[src/rtl/sr_drv_pkg.sv]
// sr_drv_pkg
// Shared definitions for the SR flip-flop bank driver:
//   - state_t     : controller states (IDLE, DRIVE, SETTLE, CHECK)
//   - drive_enc_t : 2-bit per-bit drive code in {S,R} order
//   - HOLD/SET/RST/ILLEGAL : the four drive codes
//   - drive_legal : true when no bit of an S/R pair carries ILLEGAL
package sr_drv_pkg;

  typedef enum logic [1:0] {
    IDLE   = 2'd0,
    DRIVE  = 2'd1,
    SETTLE = 2'd2,
    CHECK  = 2'd3
  } state_t;

  typedef logic [1:0] drive_enc_t;

  localparam drive_enc_t HOLD    = 2'b00;
  localparam drive_enc_t SET     = 2'b10;
  localparam drive_enc_t RST     = 2'b01;
  localparam drive_enc_t ILLEGAL = 2'b11;

  // Widest bank the legality checker covers; narrower banks are zero-extended.
  localparam int MAX_WIDTH = 64;

  // An SR flop driven with S and R together has an undefined next state, so
  // every bit pair must avoid the ILLEGAL code.
  function automatic logic drive_legal(input logic [MAX_WIDTH-1:0] s,
                                       input logic [MAX_WIDTH-1:0] r);
    logic ok;
    ok = 1'b1;
    for (int i = 0; i < MAX_WIDTH; i++) begin
      if ({s[i], r[i]} == ILLEGAL) ok = 1'b0;
    end
    return ok;
  endfunction

endpackage

[src/rtl/sr_mask_gen.sv]
// sr_mask_gen
// Purely combinational per-bit drive decision for an SR bank.
// Ports:
//   tgt   in  WIDTH  desired bank contents
//   q     in  WIDTH  current bank contents
//   set_m out WIDTH  bits that must be set   (tgt=1, q=0)
//   clr_m out WIDTH  bits that must be reset (tgt=0, q=1)
// Bits that already match get HOLD, so they see neither S nor R.
module sr_mask_gen
  import sr_drv_pkg::*;
#(
  parameter int WIDTH = 8
) (
  input  logic [WIDTH-1:0] tgt,
  input  logic [WIDTH-1:0] q,
  output logic [WIDTH-1:0] set_m,
  output logic [WIDTH-1:0] clr_m
);

  // Pick a drive code per bit, then split it into the S and R masks. The code
  // can only ever be HOLD, SET or RST, so set_m & clr_m is zero by construction.
  always_comb begin
    drive_enc_t enc;
    enc   = HOLD;
    set_m = '0;
    clr_m = '0;
    for (int i = 0; i < WIDTH; i++) begin
      if (tgt[i] == q[i]) enc = HOLD;
      else if (tgt[i])    enc = SET;
      else                enc = RST;
      set_m[i] = enc[1];
      clr_m[i] = enc[0];
    end
  end

endmodule

[src/rtl/sr_bank_driver.sv]
// sr_bank_driver
// Write-side controller for a bank of SR flip-flops. Accepts a target word,
// pulses per-bit Set/Reset for one cycle, waits a settle window, reads the
// bank back and retries up to RETRY_MAX times before reporting an error.
// Ports:
//   CLK        in   1      clock, all logic on posedge
//   RST_N      in   1      synchronous active-low reset
//   tgt_valid  in   1      target word offered
//   tgt_ready  out  1      driver idle and able to accept
//   tgt_data   in   WIDTH  desired bank Q
//   q_fb       in   WIDTH  bank Q feedback
//   S, R       out  WIDTH  registered per-bit Set/Reset drive
//   busy       out  1      controller not in IDLE
//   done       out  1      one-cycle pulse, bank matches target
//   err        out  1      one-cycle pulse, retries exhausted
//   err_mask   out  WIDTH  mismatching bits at the failing check
module sr_bank_driver
  import sr_drv_pkg::*;
#(
  parameter int WIDTH         = 8,
  parameter int SETTLE_CYCLES = 1,
  parameter int RETRY_MAX     = 2
) (
  input  logic             CLK,
  input  logic             RST_N,
  input  logic             tgt_valid,
  output logic             tgt_ready,
  input  logic [WIDTH-1:0] tgt_data,
  input  logic [WIDTH-1:0] q_fb,
  output logic [WIDTH-1:0] S,
  output logic [WIDTH-1:0] R,
  output logic             busy,
  output logic             done,
  output logic             err,
  output logic [WIDTH-1:0] err_mask
);

  localparam int CNT_W   = (SETTLE_CYCLES > 1) ? $clog2(SETTLE_CYCLES) : 1;
  localparam int RETRY_W = (RETRY_MAX > 0) ? $clog2(RETRY_MAX + 1) : 1;

  state_t             state;
  logic [WIDTH-1:0]   tgt_r;
  logic [CNT_W-1:0]   settle_cnt;
  logic [RETRY_W-1:0] retry;
  logic [WIDTH-1:0]   mask_tgt;
  logic [WIDTH-1:0]   set_m;
  logic [WIDTH-1:0]   clr_m;

  // One mask generator serves both the initial accept and every retry: in
  // IDLE it compares the offered word, afterwards the latched target.
  always_comb begin
    mask_tgt = (state == IDLE) ? tgt_data : tgt_r;
  end

  sr_mask_gen #(.WIDTH(WIDTH)) u_mask_gen (
    .tgt   (mask_tgt),
    .q     (q_fb),
    .set_m (set_m),
    .clr_m (clr_m)
  );

  // Ready is held low during reset so nothing is handed over while the
  // controller is being cleared.
  always_comb begin
    tgt_ready = RST_N && (state == IDLE);
    busy      = (state != IDLE);
  end

  // Controller FSM. S/R, done and err default low every cycle so each is a
  // single-cycle pulse; only DRIVE entry loads a non-zero S/R. A word that
  // already matches the bank skips straight to CHECK without any drive.
  always_ff @(posedge CLK) begin
    if (!RST_N) begin
      state      <= IDLE;
      tgt_r      <= '0;
      settle_cnt <= '0;
      retry      <= '0;
      S          <= '0;
      R          <= '0;
      done       <= 1'b0;
      err        <= 1'b0;
      err_mask   <= '0;
    end else begin
      S    <= '0;
      R    <= '0;
      done <= 1'b0;
      err  <= 1'b0;
      case (state)
        IDLE: begin
          if (tgt_valid) begin
            tgt_r    <= tgt_data;
            retry    <= '0;
            err_mask <= '0;
            if ((set_m | clr_m) == '0) begin
              state <= CHECK;
            end else begin
              S     <= set_m;
              R     <= clr_m;
              state <= DRIVE;
            end
          end
        end
        DRIVE: begin
          settle_cnt <= CNT_W'(SETTLE_CYCLES - 1);
          state      <= SETTLE;
        end
        SETTLE: begin
          if (settle_cnt == '0) state <= CHECK;
          else settle_cnt <= settle_cnt - CNT_W'(1);
        end
        CHECK: begin
          if (q_fb == tgt_r) begin
            done  <= 1'b1;
            state <= IDLE;
          end else if (retry < RETRY_W'(RETRY_MAX)) begin
            retry <= retry + RETRY_W'(1);
            S     <= set_m;
            R     <= clr_m;
            state <= DRIVE;
          end else begin
            err      <= 1'b1;
            err_mask <= q_fb ^ tgt_r;
            state    <= IDLE;
          end
        end
        default: state <= IDLE;
      endcase
    end
  end

  // Guard the bank against ever seeing S and R together, and keep the two
  // completion pulses mutually exclusive.
  always_ff @(posedge CLK) begin
    assert (drive_legal(MAX_WIDTH'(S), MAX_WIDTH'(R)));
    assert (!(done && err));
  end

endmodule
[config.mk]
export PLATFORM = sky130hd
export DESIGN_NAME = sr_bank_driver
export DESIGN_NICKNAME = d
export VERILOG_FILES = /design/src/rtl/sr_drv_pkg.sv /design/src/rtl/sr_mask_gen.sv /design/src/rtl/sr_bank_driver.sv
export SDC_FILE = /design/constraint.sdc
export NUM_CORES = 1
export LEC_CHECK = 0
export ABC_AREA = 1
export CAP_MARGIN = 20
export CORE_ASPECT_RATIO = 0.6
export CORE_MARGIN = 2
export CORE_UTILIZATION = 38
export DETAILED_ROUTE_END_ITERATION = 16
export DONT_BUFFER_PORTS = 1
export PLACE_DENSITY = 0.52
export REMOVE_ABC_BUFFERS = 1
export SYNTH_ARGS = -nofsm -noshare
export SYNTH_HDL_FRONTEND = slang
export SYNTH_SLANG_ARGS = --single-unit
[constraint.sdc]
create_clock -name CLK -period 2.35 [get_ports CLK]
set_input_delay 0.3525 -clock CLK [delete_from_list [all_inputs] [get_ports CLK]]
set_output_delay 0.3525 -clock CLK [all_outputs]
set_load 0.02 [all_outputs]
==> run summary <==
Status - completed
Sequential area share after synthesis - 37.98%
Worst R2R Setup Slack - 0.18 ns
Most frequent cells in the layout - nand2_1 (64), dfxtp_1 (38), inv_1 (29)
Final Cycle Share - 92.31%
Pin count of the biggest net entering global routing - 20
Routed len/inst - 13.72 um
Syn_area_per_cell - 7.531 um2
Final hold slack - 0.1960 ns
FF/Latch Area - 760.7 um2
Hpwl dp - 3520 um
Worst EP arrival - 2.36 ns
Crit path from - state[0]
WL met1 - 2516 um
Worst Reg2Reg Path Length in Cells - 11
Area of the multi-input gates - 1050 um2
Max stage delay on crit path - 0.38 ns
Fin crit period - 2.169 ns
Layout area overhead - 10.99%
P_leak - 0.001096 uW
CTS tree - yes
Vias - 1639
Critical path's slowest cell - dfxtp_1
Final core utilization - 43.77%
Hold Path End - err
Clk pin slew, worst setup/hold paths - 0.08 ns
Main combinational cell family by area after synthesis - simple AND/OR/NAND/NOR gates
Vias in the first global route - 1625
Worst path depth - 11
CP bufs+invs - 3
WHS Path Cells - 2
First-pass GRT wire length - 7997 um
Synth Area in Compound Gates - 7.620%
Die X - 97.73 um
Port-buffer cells - 0
Setup Viol. Count Final - 0
1st-iter DRT viols - 44
Cell family with most CP delay - simple AND/OR/NAND/NOR gates
Final Slew Violations - 0
CTS Root Cell - clkbuf_8
Yosys warning count - 0
P per Cell Area - 922.3 nW/um2
Core footprint - 5080 um2
Fin. Hold Viols - 0
Share of cells above drive strength 1 - 14.96%
R2R Path Start - state[0]
Clk sinks - 38
Rel. slew slack - 59.22%
Synthesized netlist cell count - 266
Fmax achieved - 461.0 MHz
CP startpoint kind - flip-flop
CP cell instances - inv_1 > ha_1 > buf_4 > nand2_1 > o21ai_0 > ha_1 > nand4_1 > nor2_2 > o21ai_4 > buf_4 > and3b_2
CTS Hold Bufs - 0
Overall power - 2051 uW
Maxcap violations - 0
Vias per cell - 4.821
Post-Synth Simple-Gate Area - 31.98%
Peak VDD IR - 0.3258 mV
Initial Util - 39.43%
H-Tree Depth - 2
Worst-Margin Slew - 0.6079 ns
Met2 wire length - 1741 um
TritonCTS buffer count - 5
Unique masters post-synth - 27
Die area - 5887 um2
Setup total negative slack - 0 ns
Routed Antenna Nets - 0
Post-synthesis adder-cell area fraction - 11.87%
Mux cell area share after synthesis - 0%
Most common cell after layout, fill and taps aside - nand2_1
Die H - 60.24 um
# fillers - 543
Worst-skew pair later-pin latency - 0.30 ns
Grt ovf - 0
Residual DRC count - 0
Number of inserted diodes - 0
Hold WC Path Type - primary input to flip-flop
Crit path max fanout - 13
Hold_sp - RST_N
GPL Wtd Cong - 0.7854
Gr usage total - 17.92%
Post-layout nets - 311
Post-synthesis xor/xnor area fraction - 0.4372%
Drt pass-1 iters - 5
Post-synthesis register bit count - 38
Critical Path Sink Type - flip-flop
Met3 wire length - 340 um
Detailed Route WL - 4664 um
Worst Path Required - 2.54 ns
Antenna violations before repair - 0
Mapped Area - 2003 um2
CP Class - flip-flop to flip-flop
IO Pins - 47
Final Skew - 0.008150 ns
Std cell rows - 20
Critical R2R Capture - R[5]
Highest Signal Layer - met4
Max clock buf depth - 2
[final cells by class]
cell class              count  share of cell area [%]
clock buffers               5                   3.095
clock inverters             3                   1.801
inverters                  41                   6.922
multi-input cells         178                   47.21
flip-flops and latches     38                   34.22
well taps                  66                   3.714
repair buffers              9                   3.039
[power by group]
group,leakage [uW],internal (uW),switching [uW]
logic,0.000728,239,407
clock network,0.0000579,313,255
registers,0.000310,729,108
total,0.00110,1280,770
[synthesized netlist by cell type]
library cell / n / area, um2
dfxtp_1: 38 / 760.7
buf_4: 1 / 7.510
inv_1: 29 / 108.9
and3b_1: 10 / 87.58
nand4_1: 12 / 75.07
a31oi_1: 1 / 6.260
a21oi_1: 3 / 15.01
o21ai_2: 1 / 8.760
o31ai_1: 1 / 7.510
buf_6: 1 / 11.26
clkinv_1: 2 / 7.510
inv_2: 10 / 37.54
nand3_2: 1 / 10.01
ha_1: 19 / 237.7
nand2_1: 64 / 240.2
clkbuf_1: 4 / 15.01
o21ai_0: 10 / 50.05
nor2_2: 2 / 12.51
nand2_2: 4 / 25.02
a211oi_1: 8 / 60.06
nor2_1: 25 / 93.84
and3b_2: 4 / 40.04
xnor2_1: 1 / 8.760
o21ai_1: 1 / 5.000
buf_2: 3 / 15.01
nand3_1: 10 / 50.05
or2_2: 1 / 6.260
[logic make-up after synthesis]
logic type | Yosys count
and+or+nand+nor | 133
buffers and inverters | 50
DFF | 38
AOI/OAI and AO/OA | 25
adders and majority gates | 19
xor gates and xnor gates | 1
[worst register-to-register path, delay by kind of cell (launching register included)]
kind / cells / cell delay (ns)
simple gates: 4 / 0.56
fa+ha+maj: 2 / 0.51
buf+inv: 3 / 0.44
flops: 1 / 0.38
compound gates: 2 / 0.17
[state kept, by name, summed over array words and instances (netlist names)]
name,count
state,2
retry,2
err_mask,8
S,8
done,1
tgt_r,8
R,8
err,1
[per-layer routing]
metal,vias to the layer above,global-route usage [%]
li1,863,-
met1,728,24.93
met2,40,25.52
met3,8,6.433
met4,0,6.548
met5,-,0
[stage by stage]
stage / area, um2 / setup slack (ns) / cells
2_1_floorplan: 1954 / 0.3281 / 257
3_3_place_gp: 2090 / 0.1322 / 330
3_5_place_dp: 2090 / 0.05387 / 330
4_1_cts: 2198 / 0.03256 / 338
5_1_grt: 2223 / -0.0001283 / 340
6_report: 2223 / 0.1808 / 340
[worst max-delay path by stage]
stage,end
6_report,R[5]
5_1_grt,R[5]
4_1_cts,S[1]
3_5_place_dp,S[1]
3_3_place_gp,S[1]
2_1_floorplan,R[5]
[timing repair]
item	CTS	global route
gates resized for setup	0	3
buffers inserted	0	2
endpoints found under the setup margin	0	14
Note: power is estimated with default switching activity, not from simulation.
